## config.mk

```make
export PLATFORM = sky130hd
export DESIGN_NAME = apb_cmd_master_flat
export DESIGN_NICKNAME = d
export VERILOG_FILES = /design/src/rtl/apb_cmd_master_if.sv /design/src/rtl/apb_cmd_master.sv /design/src/flat_wrapper.sv
export SDC_FILE = /design/constraint.sdc
export NUM_CORES = 1
export LEC_CHECK = 0
export CAP_MARGIN = 20
export CORE_ASPECT_RATIO = 0.6
export CORE_MARGIN = 1.5
export CORE_UTILIZATION = 35
export DETAILED_ROUTE_END_ITERATION = 7
export PLACE_DENSITY = 0.58
export RECOVER_POWER = 100
export SYNTH_ARGS = -nofsm -noshare
export SYNTH_HDL_FRONTEND = slang
export SYNTH_SLANG_ARGS = --single-unit
```

## constraint.sdc

```tcl
create_clock -name PCLK -period 13.7 [get_ports PCLK]
set_input_delay 2.74 -clock PCLK [delete_from_list [all_inputs] [get_ports PCLK]]
set_output_delay 2.74 -clock PCLK [all_outputs]
set_load 0.02 [all_outputs]
```

## src/rtl/apb_cmd_master_if.sv

```systemverilog
// APB requester-side bus bundle for apb_cmd_master.
// The master modport is the requester; the slave modport is the completer.
interface apb_cmd_master_if #(
    parameter int ADDR_W = 32,
    parameter int DATA_W = 32
);
    logic                PSEL;
    logic                PENABLE;
    logic                PWRITE;
    logic [ADDR_W-1:0]   PADDR;
    logic [DATA_W-1:0]   PWDATA;
    logic [DATA_W/8-1:0] PSTRB;
    logic [DATA_W-1:0]   PRDATA;
    logic                PREADY;
    logic                PSLVERR;

    modport master (
        output PSEL, PENABLE, PWRITE, PADDR, PWDATA, PSTRB,
        input  PRDATA, PREADY, PSLVERR
    );

    modport slave (
        input  PSEL, PENABLE, PWRITE, PADDR, PWDATA, PSTRB,
        output PRDATA, PREADY, PSLVERR
    );
endinterface

```

## src/rtl/apb_cmd_master.sv

```systemverilog
// APB requester fed by a command FIFO.
// Each transfer returns exactly one entry through a response FIFO.
module apb_cmd_master #(
    parameter int ADDR_W  = 32,
    parameter int DATA_W  = 32,
    parameter int DEPTH   = 4,
    parameter int TIMEOUT = 16
) (
    input  logic                PCLK,
    input  logic                PRESETn,
    input  logic                cmd_valid,
    output logic                cmd_ready,
    input  logic                cmd_write,
    input  logic [ADDR_W-1:0]   cmd_addr,
    input  logic [DATA_W-1:0]   cmd_wdata,
    input  logic [DATA_W/8-1:0] cmd_strb,
    output logic                rsp_valid,
    input  logic                rsp_ready,
    output logic [DATA_W-1:0]   rsp_rdata,
    output logic                rsp_err,
    output logic                rsp_timeout,
    output logic                busy,
    apb_cmd_master_if.master    apb
);
    localparam int SW    = DATA_W / 8;
    localparam int PW    = $clog2(DEPTH);
    localparam int CW    = PW + 1;
    localparam int LW    = CW + 1;
    localparam int TW    = $clog2(TIMEOUT);
    localparam int CMD_W = 1 + ADDR_W + DATA_W + SW;
    localparam int RSP_W = DATA_W + 2;

    typedef enum logic [1:0] {IDLE, SETUP, ACCESS} state_t;

    state_t            state_q, state_d;
    logic [CMD_W-1:0]  cmd_mem [DEPTH];
    logic [RSP_W-1:0]  rsp_mem [DEPTH];
    logic [PW-1:0]     cmd_wr_ptr, cmd_rd_ptr, rsp_wr_ptr, rsp_rd_ptr;
    logic [CW-1:0]     cmd_count, rsp_count;
    logic              ready_en;
    logic [TW-1:0]     wait_q, wait_d;

    logic              psel_q, psel_d, penable_q, penable_d, pwrite_q, pwrite_d;
    logic [ADDR_W-1:0] paddr_q, paddr_d;
    logic [DATA_W-1:0] pwdata_q, pwdata_d;
    logic [SW-1:0]     pstrb_q, pstrb_d;

    logic              head_write;
    logic [ADDR_W-1:0] head_addr;
    logic [DATA_W-1:0] head_wdata;
    logic [SW-1:0]     head_strb;

    logic              cmd_push, rsp_pop, rsp_push, launch, launch_ok;
    logic              access_done, access_abort;
    logic [DATA_W-1:0] rd_val;
    logic [RSP_W-1:0]  rsp_push_data;
    logic [LW-1:0]     rsp_level_next;

    assign {head_write, head_addr, head_wdata, head_strb} = cmd_mem[cmd_rd_ptr];

    assign cmd_ready = ready_en && (cmd_count != CW'(DEPTH));
    assign cmd_push  = cmd_valid && cmd_ready;
    assign rsp_valid = (rsp_count != '0);
    assign rsp_pop   = rsp_valid && rsp_ready;
    assign busy      = (state_q != IDLE) || (cmd_count != '0);

    assign access_done   = (state_q == ACCESS) && apb.PREADY;
    assign access_abort  = (state_q == ACCESS) && !apb.PREADY && (wait_q == TW'(TIMEOUT - 1));
    assign rsp_push      = access_done || access_abort;
    assign rd_val        = pwrite_q ? '0 : apb.PRDATA;
    assign rsp_push_data = access_abort ? {{DATA_W{1'b0}}, 2'b11}
                                        : {rd_val, apb.PSLVERR, 1'b0};

    // A launch reserves a response slot, so an in-flight transfer can always retire.
    assign rsp_level_next = LW'(rsp_count) + LW'(rsp_push) - LW'(rsp_pop);
    assign launch_ok      = (cmd_count != '0) && (rsp_level_next < LW'(DEPTH));

    always_comb begin
        state_d   = state_q;
        psel_d    = psel_q;
        penable_d = penable_q;
        pwrite_d  = pwrite_q;
        paddr_d   = paddr_q;
        pwdata_d  = pwdata_q;
        pstrb_d   = pstrb_q;
        wait_d    = wait_q;
        launch    = 1'b0;
        unique case (state_q)
            IDLE: begin
                launch = launch_ok;
            end
            SETUP: begin
                penable_d = 1'b1;
                state_d   = ACCESS;
            end
            ACCESS: begin
                if (apb.PREADY) begin
                    launch = launch_ok;
                    if (!launch_ok) begin
                        psel_d    = 1'b0;
                        penable_d = 1'b0;
                        state_d   = IDLE;
                    end
                end else if (access_abort) begin
                    psel_d    = 1'b0;
                    penable_d = 1'b0;
                    state_d   = IDLE;
                end else begin
                    wait_d = wait_q + 1'b1;
                end
            end
            default: state_d = IDLE;
        endcase
        if (launch) begin
            state_d   = SETUP;
            psel_d    = 1'b1;
            penable_d = 1'b0;
            pwrite_d  = head_write;
            paddr_d   = head_addr;
            pwdata_d  = head_wdata;
            pstrb_d   = head_write ? head_strb : '0;
            wait_d    = '0;
        end
    end

    always_ff @(posedge PCLK or negedge PRESETn) begin
        if (!PRESETn) begin
            state_q   <= IDLE;
            psel_q    <= 1'b0;
            penable_q <= 1'b0;
            pwrite_q  <= 1'b0;
            paddr_q   <= '0;
            pwdata_q  <= '0;
            pstrb_q   <= '0;
            wait_q    <= '0;
        end else begin
            state_q   <= state_d;
            psel_q    <= psel_d;
            penable_q <= penable_d;
            pwrite_q  <= pwrite_d;
            paddr_q   <= paddr_d;
            pwdata_q  <= pwdata_d;
            pstrb_q   <= pstrb_d;
            wait_q    <= wait_d;
        end
    end

    always_ff @(posedge PCLK or negedge PRESETn) begin
        if (!PRESETn) begin
            ready_en   <= 1'b0;
            cmd_wr_ptr <= '0;
            cmd_rd_ptr <= '0;
            cmd_count  <= '0;
            rsp_wr_ptr <= '0;
            rsp_rd_ptr <= '0;
            rsp_count  <= '0;
        end else begin
            ready_en <= 1'b1;
            if (cmd_push) cmd_wr_ptr <= cmd_wr_ptr + 1'b1;
            if (launch)   cmd_rd_ptr <= cmd_rd_ptr + 1'b1;
            if (rsp_push) rsp_wr_ptr <= rsp_wr_ptr + 1'b1;
            if (rsp_pop)  rsp_rd_ptr <= rsp_rd_ptr + 1'b1;
            cmd_count <= cmd_count + CW'(cmd_push) - CW'(launch);
            rsp_count <= rsp_count + CW'(rsp_push) - CW'(rsp_pop);
        end
    end

    always_ff @(posedge PCLK) begin
        if (cmd_push) cmd_mem[cmd_wr_ptr] <= {cmd_write, cmd_addr, cmd_wdata, cmd_strb};
        if (rsp_push) rsp_mem[rsp_wr_ptr] <= rsp_push_data;
    end

    assign {rsp_rdata, rsp_err, rsp_timeout} = rsp_valid ? rsp_mem[rsp_rd_ptr] : '0;

    assign apb.PSEL    = psel_q;
    assign apb.PENABLE = penable_q;
    assign apb.PWRITE  = pwrite_q;
    assign apb.PADDR   = paddr_q;
    assign apb.PWDATA  = pwdata_q;
    assign apb.PSTRB   = pstrb_q;
endmodule

```

## src/flat_wrapper.sv

```systemverilog
// flat-port wrapper written by rule: the top's interface ports become plain ports
module apb_cmd_master_flat 
#(
    parameter int ADDR_W  = 32,
    parameter int DATA_W  = 32,
    parameter int DEPTH   = 4,
    parameter int TIMEOUT = 16
)
  (PCLK, PRESETn, cmd_valid, cmd_ready, cmd_write, cmd_addr, cmd_wdata, cmd_strb, rsp_valid, rsp_ready, rsp_rdata, rsp_err, rsp_timeout, busy, apb_PSEL, apb_PENABLE, apb_PWRITE, apb_PADDR, apb_PWDATA, apb_PSTRB, apb_PRDATA, apb_PREADY, apb_PSLVERR);
  apb_cmd_master_if #(.ADDR_W(ADDR_W), .DATA_W(DATA_W)) apb_i ();
  input  logic PCLK;
  input  logic PRESETn;
  input  logic cmd_valid;
  output logic cmd_ready;
  input  logic cmd_write;
  input  logic [ADDR_W-1:0] cmd_addr;
  input  logic [DATA_W-1:0] cmd_wdata;
  input  logic [DATA_W/8-1:0] cmd_strb;
  output logic rsp_valid;
  input  logic rsp_ready;
  output logic [DATA_W-1:0] rsp_rdata;
  output logic rsp_err;
  output logic rsp_timeout;
  output logic busy;
  output wire logic [$bits(apb_i.PSEL)-1:0] apb_PSEL;
  output wire logic [$bits(apb_i.PENABLE)-1:0] apb_PENABLE;
  output wire logic [$bits(apb_i.PWRITE)-1:0] apb_PWRITE;
  output wire logic [$bits(apb_i.PADDR)-1:0] apb_PADDR;
  output wire logic [$bits(apb_i.PWDATA)-1:0] apb_PWDATA;
  output wire logic [$bits(apb_i.PSTRB)-1:0] apb_PSTRB;
  input wire logic [$bits(apb_i.PRDATA)-1:0] apb_PRDATA;
  input wire logic [$bits(apb_i.PREADY)-1:0] apb_PREADY;
  input wire logic [$bits(apb_i.PSLVERR)-1:0] apb_PSLVERR;
  assign apb_PSEL = apb_i.PSEL;
  assign apb_PENABLE = apb_i.PENABLE;
  assign apb_PWRITE = apb_i.PWRITE;
  assign apb_PADDR = apb_i.PADDR;
  assign apb_PWDATA = apb_i.PWDATA;
  assign apb_PSTRB = apb_i.PSTRB;
  assign apb_i.PRDATA = apb_PRDATA;
  assign apb_i.PREADY = apb_PREADY;
  assign apb_i.PSLVERR = apb_PSLVERR;
  apb_cmd_master #(.ADDR_W(ADDR_W), .DATA_W(DATA_W), .DEPTH(DEPTH), .TIMEOUT(TIMEOUT)) u_core (.PCLK(PCLK), .PRESETn(PRESETn), .cmd_valid(cmd_valid), .cmd_ready(cmd_ready), .cmd_write(cmd_write), .cmd_addr(cmd_addr), .cmd_wdata(cmd_wdata), .cmd_strb(cmd_strb), .rsp_valid(rsp_valid), .rsp_ready(rsp_ready), .rsp_rdata(rsp_rdata), .rsp_err(rsp_err), .rsp_timeout(rsp_timeout), .busy(busy), .apb(apb_i));
endmodule
```

* After elaboration in Yosys (flattened, before gate mapping)
Memory sizes are Yosys's and may differ from the RTL's.
Cells that the tools add are included.
** Word-level totals
- Memory bits (writable) :: 412
- Memories :: 2
- Output and inout bits :: 108
- Input port bits :: 107
- Bits in registers :: 92
** Memory list
- u_core.cmd_mem :: words 4, bits a word 69, read ports 1, clocked after memory_dff 0, write ports 1, line apb_cmd_master.sv:36 : logic [CMD_W-1:0] cmd_mem [DEPTH];
- u_core.rsp_mem :: words 4, bits a word 34, read ports 1, clocked after memory_dff 0, write ports 1, line apb_cmd_master.sv:37 : logic [RSP_W-1:0] rsp_mem [DEPTH];
** Operators by class
- Add/subtract/negate cells :: 11
- Order comparisons :: 1
- Eq/ne operators :: 10
- Mux-type cells :: 26
- Reductions and logical operators :: 21
** Operator list (count)
- $mux W34 :: 2
- $mux W32 :: 1
- $mux W4 :: 5
- $reduce_and A3 Y1 :: 4
- $reduce_bool A3 Y1 :: 4
- $mux W1 :: 11
- $add A2 B1 Y2 const B :: 4
- $mux W2 :: 4
- $logic_and A1 B1 Y1 :: 7
- $add A3 B1 Y3 :: 2
- $ne A2 B1 Y1 const B :: 3
- $pmux W2 S3 :: 1
- $sub A3 B1 Y3 :: 2
- $add A3 B1 Y4 :: 1
- $add A4 B1 Y4 const B :: 1
- $eq A4 B4 Y1 const B :: 1
- $lt A4 B3 Y1 const B :: 1
- $ne A4 B2 Y1 const B :: 1
- $ne A4 B3 Y1 const B :: 1
- $pmux W1 S2 :: 2
- $reduce_bool A2 Y1 :: 2
- $sub A4 B1 Y4 :: 1
- $ne A3 B2 Y1 const B :: 1
- $ne A3 B3 Y1 const B :: 1
- 5 further kinds :: 6

* Logic depth before layout (Yosys ltp)
Gate-level depths: netlist of run 1.
- Word-level depth :: 12
- Depth in mapped cells :: 18
- Depth with buffers taken out :: 15

* Worst setup path after synthesis of run 1
OpenSTA, ideal clock, no wires.
- Path type :: input to register
- Start point :: input rsp_ready
- End point :: register u_core.cmd_count[2]
- Cell stages on the path :: 16
- Arrival :: 6.023 ns
- Slack :: 7.553 ns
- Path buffers :: 2
- Setup time :: 0.124 ns
- Cells stage by stage :: and2_1 ha_1 inv_1 ha_1 fa_1 xor2_1 a311o_1 nor3_4 buf_6 buf_6 xor2_2 ha_1 inv_1 fa_1 xnor2_1 xnor2_1
** Between the ends
- Longest elaborated chain between the ends :: 7
** RTL lines
- start, declared :: line flat_wrapper.sv:20 : input logic rsp_ready;
- $logic_and A1 B1 Y1 (*) :: line apb_cmd_master.sv:64 : assign rsp_pop = rsp_valid && rsp_ready;
- $sub A4 B1 Y4 (*) :: line apb_cmd_master.sv:75 : assign rsp_level_next = LW'(rsp_count) + LW'(rsp_push) - LW'(rsp_pop);
- named net u_core.rsp_level_next[2] :: line apb_cmd_master.sv:57 : logic [LW-1:0] rsp_level_next;
- $lt A4 B3 Y1 (*) :: line apb_cmd_master.sv:76 : assign launch_ok = (cmd_count != '0) && (rsp_level_next < LW'(DEPTH));
- $logic_and A1 B1 Y1 (*) :: line apb_cmd_master.sv:76
- $mux W1 :: line apb_cmd_master.sv:97 : if (apb.PREADY) begin
- $pmux W1 S2 (*) :: line apb_cmd_master.sv:88 : unique case (state_q)
- $sub A3 B1 Y3 (*) :: line apb_cmd_master.sv:163 : cmd_count <= cmd_count + CW'(cmd_push) - CW'(launch);
- end signal, assigned :: line apb_cmd_master.sv:163
- end, declared :: line apb_cmd_master.sv:39 : logic [CW-1:0] cmd_count, rsp_count;
The timed path passes the listed nets; every way through them passes the cells marked *.
A chain may end at the register's enable or synchronous reset.

* Final worst setup path of run 1
- Start point :: register u_core.rsp_rd_ptr[0]
- End point :: output rsp_rdata[14]
** Between the ends
- Longest elaborated chain between the ends :: 2
** RTL lines
- start, declared :: line apb_cmd_master.sv:38 : logic [PW-1:0] cmd_wr_ptr, cmd_rd_ptr, rsp_wr_ptr, rsp_rd_ptr;
- start signal, assigned :: line apb_cmd_master.sv:162 : if (rsp_pop) rsp_rd_ptr <= rsp_rd_ptr + 1'b1;
- $mem_v2 Z4 W34
- $mux W34 :: line apb_cmd_master.sv:173 : assign {rsp_rdata, rsp_err, rsp_timeout} = rsp_valid ? rsp_mem[rsp_rd_ptr] : '0;
- end, declared :: line flat_wrapper.sv:21 : output logic [DATA_W-1:0] rsp_rdata;
No other way between the ends.

==> out/results.tsv, run 1 <==
metric	value	unit
switch share	31.00	%
Yosys warning total	0	
Synth Cell Area	19180	um^2
WL/cell	20.17	um
pre-CTS setup slack	6.801	ns
CTS Buf Count	50	
critical path fanouts, max	36	
design area	23800	um^2
Chip Width	305.3	um
IO Pins	215	
gp weighted congestion	0.7003	
post-route setup slack	6.163	ns
Chip Height	184.4	um
Routed Antenna Nets	0	
Fin. Hold Viols	0	
synthesized area per cell	21.51	um^2
clock share of power	26.9	%
violated checks	capacitance limit, slew limit	
Clock Skews	0.02183	ns
number of I/O port buffers	214	
largest cells by area after synthesis	edfxtp_1 64%, mux4_2 12%, dfrtp_1 12%	
Max-slew headroom	-156.5	%
Peak VDD IR	0.1377	mV
root buf cell	clkbuf_16	
Crit. End Element	output pin	
leakage power	8.080	nW
Max Freq	0.1327	GHz
Post-CTS Repair Setup Buffers	0	
drt total wl	38210	um
CTS Buffer Depth	3	
Reg power frac	40.8	%
hold buffers post-CTS	0	
Remaining DRCs	0	
largest area contributor in the netlist	edfxtp_1	
syn nets	1018	
final critical-path required period	7.537	ns
GRT Util Overall	13.65	%
largest net degree at the start of global routing	57	
asr flop ratio synth	18.25	%
synthesis-stage register bit count	504	
area of the die	56270	um^2
Worst Hold Class	register to register	
H-tree depth	2	
Pre-Repair DR Iteration Count	4	
R2R setup slack	7.94	ns
Critical Path RT	10.96	ns
Slew @ Worst Pin	3.848	ns
DP Area	22160	um^2
Clk Latency, worst-skew pair	0.59	ns
top-area cell type share of the netlist area	64.49	%
Detailed Route Iter0 Violations	529	
area growth from synthesis to final layout	24.08	%
number of synthesized flops with an enable pin	412	
Final Cycle Share	55.02	%
vias in the first global route	9647	
unrepaired setup endpoints after global routing	no	
Worst Path Arrival	4.80	ns
Max-Cap Viols	12	
Final nets	1261	
Detail Placement HPWL	22490	um
starting density of the core	35.41	%
Setup Viol. Count Final	0	
sw power	1.622	mW
distinct cell type count after synthesis	41	
CTS clk-pin slew, worst paths	0.06	ns
Seq/Total Area, Yosys	76.49	%
CP Class	register to output pin	
Int Power	3.610	mW
initial antenna violation count	5	
Post-synth top flop	edfxtp_1	
# clock sinks	504	
DR vias	9007	
Post-Synthesis Cells	892	
Power Density	219.8	nW/um^2
run status	finished with violations	
startpoint types	register	
Max Slew Vio Count	524	
TritonCTS clock tree	yes	
share of cells above drive strength 1	19.29	%
first-pass GRT wire length	58380	um
DR vias/cell	4.756	
CTS resizes	0	
row count	66	
Combinational Power Share	32.3	%
core area	54170	um^2
setup tns final	0	ns
GRT Residual Overflow	0	
registers in the layout (all words and copies together) (netlist names):
name,count
u_core.rsp_mem,136
u_core.rsp_rd_ptr,2
u_core.apb.PSEL,1
u_core.apb.PENABLE,1
u_core.apb.PWRITE,1
u_core.apb.PSTRB,4
u_core.ready_en,1
u_core.apb.PWDATA,32
u_core.rsp_count,3
u_core.cmd_mem,276
u_core.state_q,2
u_core.wait_q,4
u_core.rsp_wr_ptr,2
u_core.cmd_wr_ptr,2
u_core.cmd_rd_ptr,2
u_core.cmd_count,3
u_core.apb.PADDR,32
cell type report:
type / instances / area (um^2)
diodes: 3 / 7.507
clock buffers: 62 / 1326
clock inverters: 32 / 384.1
fillers: 4722 / 30370
inverters: 19 / 71.32
multi-input cells: 330 / 4227
flip-flops and latches: 504 / 14680
well taps: 714 / 893.4
repair buffers: 230 / 2211
power by group through the flow:
stage	logic, mW	clock network [mW]	registers [mW]
3_3_place_gp	1.78	0	2.16
5_1_grt	1.83	1.52	2.17
6_report	1.69	1.41	2.13
4_1_cts	1.81	1.46	2.14
2_1_floorplan	1.10	0	2.19
3_5_place_dp	1.81	0	2.17
critical path, cell delays in order, from the launching register on:
cell and delay, ns:
dfrtp_2 0.34, clkbuf_1 2.27, mux4_2 0.74, and2_1 0.19, dlygate4sd3_1 0.65
cells in the final DEF, fill, tap and decap left out, types with 4 or more instances in the layout:
cell,n
a21oi_1,6
and2_0,38
and2_1,34
and3_1,5
buf_4,4
bufinv_16,6
clkbuf_1,22
clkbuf_16,50
clkdlybuf4s50_1,34
clkinv_2,10
clkinvlp_4,5
dfrtp_1,88
dlygate4sd3_1,179
edfxtp_1,412
ha_1,17
inv_1,19
mux2_1,35
mux2_2,31
mux2i_1,5
mux4_2,103
nand2_1,9
nor2_1,7
xnor2_1,7
xor2_1,4
per-stage QoR:
step	cells	total power [mW]	hold WS [ns]	utilization [%]
2_1_floorplan	892	3.294	0.5045	-
3_3_place_gp	1797	3.943	0.4635	40.90
3_5_place_dp	1797	3.973	0.4695	40.90
4_1_cts	1891	5.408	0.4847	44.05
5_1_grt	1891	5.521	0.4921	43.93
6_report	1894	5.233	0.4754	43.94
kinds of logic (layout without fill, tap and decap cells):
family | count (synthesis) | after routing | synth area share [%]
adder cells (fa/ha/maj) | 19 | 19 | 1.317
other | 1 | 4 | 0.01955
multiplexers | 174 | 174 | 16.23
AND/OR/NAND/NOR | 109 | 109 | 3.378
AO/OA/AOI/OAI | 15 | 15 | 0.5023
XOR/XNOR | 12 | 12 | 0.5870
buffers and inverters | 58 | 343 | 1.481
flip-flops | 504 | 504 | 76.49
Yosys cell counts, drive strengths merged, types with 2 or more instances:
master  instances
nor4            2
xor2            5
ha             17
and3            5
nor2b           2
inv            19
o21ai           2
nor3            4
buf            15
a21oi           6
and2           72
xnor2           7
dfrtp          92
mux4          103
clkbuf         24
a21boi          2
nand3           3
nor2            7
or2             2
edfxtp        412
nand2           9
mux2           66
fa              2
mux2i           5
final timing paths:
path | start | end | cells past startpoint
max | u_core.rsp_rd_ptr[0] | rsp_rdata[14] | 4
min | u_core.apb.PSEL | u_core.apb.PSEL | 1
max reg2reg | u_core.rsp_count[2] | u_core.apb.PADDR[29] | 13
min in group asynchronous | PRESETn | u_core.apb.PADDR[12] | 1
max in group asynchronous | PRESETn | u_core.apb.PADDR[28] | 2
min reg2reg | u_core.apb.PSEL | u_core.apb.PSEL | 1
per-layer routing:
layer / track usage [%] / up-vias / part of all wire (%)
met5: 0 / - / 0
met4: 3.244 / 0 / 1.9
met3: 2.829 / 61 / 3.5
met2: 22.09 / 127 / 48
met1: 19.01 / 4780 / 47
li1: - / 4039 / -
Power figures use the tool's default switching activity.
==> run 2: changes to the inputs <==
Settings changed: PLACE_DENSITY 0.58 to 0.6.
Clock period 13.7 ns to 6.7 ns, I/O delays scaled along.
==> run 2 against run 1 <==
  * The run still ends with capacitance limit, slew limit left
  * Non-clock buffer count unchanged
  * Clock power increased by 96%
  * Combinational power increased by 110%
  * Cell count down 0.21%
  * Wire length shrank 0.11%
  * Sequential power rose by 100%
  * Register-to-register slack got worse by 6.1 ns
  * Critical endpoint is now u_core.cmd_mem[3][7]
==> out/results.tsv, run 2 (synthesized netlist as in run 1, its figures left out) <==
metric	value	unit	change
Reg2Reg Capture Point	u_core.cmd_mem[3][7]		was u_core.apb.PADDR[29]
critical path fanouts, max	35		was 36
Critical Path RT	6.83	ns	was 10.96 ns
leakage power	8.050	nW	was 8.080 nW
cells on worst reg2reg path	4		was 13
Peak VDD IR	0.2948	mV	was 0.1377 mV
post-route setup slack	1.465	ns	was 6.163 ns
core area	54170	um^2	unchanged
Crit. End Element	register		was output pin
drt total wl	38170	um	was 38210 um
vias in the first global route	9675		was 9647
row count	66		unchanged
WL/cell	20.19	um	was 20.17 um
CTS resizes	0		unchanged
Routed Antenna Nets	0		unchanged
unrepaired setup endpoints after global routing	no		unchanged
Chip Width	305.3	um	unchanged
Max Slew Vio Count	410		was 524
design area	23720	um^2	was 23800 um^2
run status	finished with violations		unchanged
root buf cell	clkbuf_16		unchanged
GRT Util Overall	13.73	%	was 13.65%
worst setup path end	u_core.cmd_mem[3][7]		was rsp_rdata[14]
Slew @ Worst Pin	3.236	ns	was 3.848 ns
max reg flops	276		unchanged
final critical-path required period	5.235	ns	
CTS Buf Count	49		was 50
largest registers	u_core.cmd_mem: 276 flops, u_core.rsp_mem: 136 flops		unchanged
DR vias	8941		was 9007
Final nets	1260		was 1261
gp weighted congestion	0.7032		was 0.7003
first-pass GRT wire length	58860	um	was 58380 um
initial antenna violation count	7		was 5
number of I/O port buffers	214		unchanged
CP Class	input pin to register		was register to output pin
Final Cycle Share	78.14	%	
DP Area	22170	um^2	was 22160 um^2
area of the die	56270	um^2	unchanged
TritonCTS clock tree	yes		unchanged
Setup Viol. Count Final	0		unchanged
Pre-Repair DR Iteration Count	4		unchanged
hold buffers post-CTS	0		unchanged
Fin. Hold Viols	0		unchanged
Chip Height	184.4	um	unchanged
starting density of the core	35.41	%	unchanged
setup tns final	0	ns	unchanged
H-tree depth	2		unchanged
Power Density	444.6	nW/um^2	was 219.8 nW/um^2
Max-slew headroom	-115.7	%	was -156.5%
area growth from synthesis to final layout	23.62	%	was 24.08%
Post-CTS Repair Setup Buffers	0		unchanged
startpoint types	input pin		was register
placed cells	1797		unchanged
R2R setup slack	1.87	ns	was 7.94 ns
violated checks	capacitance limit, slew limit		unchanged
Clock Skews	0.03187	ns	was 0.02183 ns
commonest non-fill, non-tap cell in the layout	edfxtp_1		unchanged
CP Launch Point	cmd_valid		was u_core.rsp_rd_ptr[0]
Top reg by flops	u_core.cmd_mem		unchanged
CTS clk-pin slew, worst paths	0.06	ns	about the same
Detailed Route Iter0 Violations	433		was 529
# clock sinks	504		unchanged
Worst Path Arrival	5.37	ns	was 4.80 ns
share of cells above drive strength 1	18.57	%	was 19.29%
Max Freq	0.1910	GHz	
Clk Latency, worst-skew pair	0.58	ns	was 0.59 ns
pre-CTS setup slack	1.757	ns	was 6.801 ns
post-route insts no fill	1890		was 1894
Pwr Total	10.54	mW	was 5.233 mW
R2R Path Start	u_core.cmd_count[1]		was u_core.rsp_count[2]
most frequent cells in the layout	412 x edfxtp_1, 179 x dlygate4sd3_1, 103 x mux4_2, 89 x dfrtp_1, 50 x clkbuf_16		was 412 x edfxtp_1, 179 x dlygate4sd3_1, 103 x mux4_2, 88 x dfrtp_1, 50 x clkbuf_16
CTS Buffer Depth	3		unchanged
Detail Placement HPWL	21950	um	was 22490 um
IO Pins	215		unchanged
GRT Residual Overflow	0		unchanged
DR vias/cell	4.731		was 4.756
Remaining DRCs	0		unchanged
Worst Hold Class	register to register		unchanged
Max-Cap Viols	11		was 12
largest net degree at the start of global routing	79		was 57
run 2: cell types whose count changed in the layout (fill, tap and decap cells not counted), sizes merged:
cell / before / now
buf: 4 / 7
clkinvlp: 5 / 2
clkbuf: 75 / 82
clkinv: 17 / 9
bufinv: 6 / 4
diode: 3 / 2
run 2: worst max-delay path: stages:
cell and delay, ns:
dlygate4sd3_1 0.61, and3_1 1.54, clkbuf_1 1.85
run 2: area by class of cell:
cell class,instances,area (um^2)
fill,4659,30460
sequential,504,14680
multi-input combinational,330,4215
timing repair buffer,230,2237
clock buffer,72,1374
tap,714,893.4
clock inverter,19,237.7
inverter,19,71.32
antenna,2,5.005
run 2: stage by stage:
stage                     util, %  hold slack (ns)
after CTS                   43.89           0.4875
after floorplan                 -           0.5045
after global placement      40.92           0.4675
final                       43.78           0.4755
after global routing        43.78           0.4948
after detailed placement    40.92           0.4736
run 2: worst min-delay path by stage:
| stage | startpoint | end | slack [ns] | cells after the start |
|---|---|---|---|---|
| 2_1_floorplan | u_core.cmd_count[1] | u_core.cmd_count[2] | 0.50 | 1 |
| 3_3_place_gp | u_core.apb.PWDATA[17] | u_core.apb.PWDATA[17] | 0.47 | 1 |
| 3_5_place_dp | u_core.apb.PSEL | u_core.apb.PSEL | 0.47 | 1 |
| 4_1_cts | u_core.apb.PWDATA[16] | u_core.apb.PWDATA[16] | 0.49 | 1 |
| 5_1_grt | u_core.apb.PSEL | u_core.apb.PSEL | 0.49 | 1 |
| 6_report | u_core.apb.PWDATA[30] | u_core.apb.PWDATA[30] | 0.48 | 1 |
run 2: layer usage:
| layer | GRT usage [%] | routed length [um] |
|---|---|---|
| met3 | 2.921 | 1441 |
| met5 | 0 | 30 |
| met1 | 18.74 | 17370 |
| met2 | 22.58 | 18600 |
| met4 | 3.363 | 722 |
run 2: report_power, final:
part / switching (mW) / internal [mW]
Combinational: 1.79 / 1.70
Clock: 1.17 / 1.59
Sequential: 0.297 / 4.00
Total: 3.25 / 7.29
==> run 3: changes to the inputs <==
Clock period 6.7 ns to 4.5 ns, I/O delays scaled along.
==> run 3 against run 2 <==
  * The flow still finishes with violations (capacitance limit, slew limit)
  * Combinational power up 49%
  * Total power increased by 47%
  * Cell count is the same
  * Wire length is 0.76% lower
==> out/results.tsv, run 3 (synthesized netlist as in run 1, its figures left out) <==
metric	value	unit	change
Clock Skews	0.02926	ns	was 0.03187 ns
unrepaired setup endpoints after global routing	no		unchanged
CTS Buf Count	48		was 49
leakage power	8.043	nW	was 8.050 nW
post-route insts no fill	1890		unchanged
Clk Latency, worst-skew pair	0.58	ns	about the same
Worst Path Arrival	4.55	ns	was 5.37 ns
vias in the first global route	9518		was 9675
Critical Path RT	4.94	ns	was 6.83 ns
share of cells above drive strength 1	19.05	%	was 18.57%
GRT Residual Overflow	0		unchanged
switch share	31.17	%	was 30.85%
area of the die	56270	um^2	unchanged
Final Cycle Share	91.21	%	
WL/cell	20.04	um	was 20.19 um
GR Util met1	18.78	%	was 18.74%
gr busiest metal	met2		unchanged
commonest non-fill, non-tap cell in the layout	edfxtp_1		unchanged
sw power	4.827	mW	was 3.253 mW
Max Slew Vio Count	262		was 410
initial antenna violation count	4		was 7
clock share of power	24.9	%	was 26.1%
critical path fanouts, max	25		was 35
Worst Hold Class	register to register		unchanged
Fin. Hold Viols	0		unchanged
Pre-Repair DR Iteration Count	4		unchanged
DR vias	8958		was 8941
Power Density	654.1	nW/um^2	was 444.6 nW/um^2
setup tns final	0	ns	unchanged
DR vias/cell	4.740		was 4.731
Max-Cap Viols	6		was 11
violated checks	capacitance limit, slew limit		unchanged
gp weighted congestion	0.7154		was 0.7032
Max Freq	0.2436	GHz	
IO Pins	215		unchanged
drt total wl	37880	um	was 38170 um
# clock sinks	504		unchanged
startpoint types	input pin		unchanged
Setup Viol. Count Final	0		unchanged
final critical-path required period	4.104	ns	
CTS Buffer Depth	3		unchanged
Peak VDD IR	0.3649	mV	was 0.2948 mV
most frequent cells in the layout	412 x edfxtp_1, 178 x dlygate4sd3_1, 103 x mux4_2, 89 x dfrtp_1, 48 x clkbuf_16		was 412 x edfxtp_1, 179 x dlygate4sd3_1, 103 x mux4_2, 89 x dfrtp_1, 50 x clkbuf_16
TritonCTS clock tree	yes		unchanged
Chip Width	305.3	um	unchanged
Chip Height	184.4	um	unchanged
CP Class	input pin to register		unchanged
row count	66		unchanged
largest net degree at the start of global routing	93		was 79
first-pass GRT wire length	58220	um	was 58860 um
Max-slew headroom	-83.66	%	was -115.7%
run status	finished with violations		unchanged
root buf cell	clkbuf_16		unchanged
Combinational Power Share	33.6	%	was 33.1%
Top reg by flops	u_core.cmd_mem		unchanged
Remaining DRCs	0		unchanged
Detailed Route Iter0 Violations	584		was 433
CTS clk-pin slew, worst paths	0.06	ns	about the same
Ant. Diodes	0		was 2
max reg flops	276		unchanged
Slew @ Worst Pin	2.755	ns	was 3.236 ns
Routed Antenna Nets	0		unchanged
area growth from synthesis to final layout	23.40	%	was 23.62%
Reg power frac	41.5	%	was 40.8%
met2 GRT Util	22.12	%	was 22.58%
Final nets	1263		was 1260
core area	54170	um^2	unchanged
Crit. End Element	register		unchanged
starting density of the core	35.41	%	unchanged
hold buffers post-CTS	0		unchanged
H-tree depth	2		unchanged
number of I/O port buffers	214		unchanged
CTS resizes	0		unchanged
met3 usage	2.714	%	was 2.921%
largest registers	u_core.cmd_mem: 276 flops, u_core.rsp_mem: 136 flops		unchanged
Post-CTS Repair Setup Buffers	0		unchanged
Int Power	10.66	mW	was 7.291 mW
placed cells	1801		was 1797
GRT Util Overall	13.58	%	was 13.73%
Detail Placement HPWL	21830	um	was 21950 um
-- run 3: cell count changes in the layout (fill, tap and decap cells not counted), sizes merged --
| cell | delta |
|---|---|
| buf | +2 |
| bufinv | -3 |
| clkbuf | +2 |
| clkdlybuf4s50 | +1 |
| clkinv | +1 |
| clkinvlp | +1 |
| diode | -2 |
| dlygate4sd3 | -1 |
| inv | -1 |
-- run 3: routing by layer --
layer  wire length [um]  up-vias
li1                   -     4029
met1              17320     4725
met2              18350      144
met3               1431       58
met4                771        2
met5                 10        -
-- run 3: worst paths after layout --
kind                                      from                     to  slack [ns]  cells past startpoint
max                                  rsp_ready   u_core.apb.PADDR[16]        0.40                     12
min                        u_core.apb.PADDR[0]    u_core.apb.PADDR[0]        0.48                      1
max reg2reg                u_core.rsp_count[2]   u_core.apb.PADDR[16]        0.45                     12
min reg2reg                u_core.apb.PADDR[0]    u_core.apb.PADDR[0]        0.48                      1
max in group asynchronous              PRESETn   u_core.cmd_rd_ptr[1]        1.23                      2
min in group asynchronous              PRESETn  u_core.apb.PWDATA[24]        1.31                      2
-- run 3: critical path: stages --
cell and delay (ns):
dlygate4sd3_1 0.54, and2_0 0.20, ha_1 0.29, inv_1 0.04
ha_1 0.20, fa_1 0.41, xor2_1 0.19, a311o_1 0.41
nor3_4 0.23, buf_4 0.15, clkbuf_2 0.56, mux2_1 0.38
-- run 3: power by group through the flow --
stage	Sequential (mW)	Clock, mW	Combinational [mW]
after floorplan	6.68	0	3.35
after global placement	6.53	0	5.54
after detailed placement	6.55	0	5.61
after CTS	6.46	3.99	5.62
after global routing	6.53	4.17	5.63
final	6.43	3.86	5.20
-- run 3: final cells by class --
class | count | area (um^2)
Clock inverter | 17 | 148.9
Multi-Input combinational cell | 330 | 4227
Timing Repair Buffer | 234 | 2300
Fill cell | 4706 | 30500
Sequential cell | 504 | 14680
Inverter | 19 | 71.32
Tap cell | 714 | 893.4
Clock buffer | 72 | 1351
-- run 3: stage by stage --
step	setup slack, ns	hold slack [ns]	total power [mW]	cell area, um^2	utilization, %
after floorplan	0.1643	0.5045	10.03	19180	-
after global placement	0.1080	0.4658	12.07	22270	41.11
after detailed placement	0.04715	0.4747	12.16	22270	41.11
after CTS	0.5122	0.3996	16.07	23770	43.88
after global routing	0.1734	0.4978	16.33	23670	43.70
final	0.3956	0.4793	15.48	23670	43.70
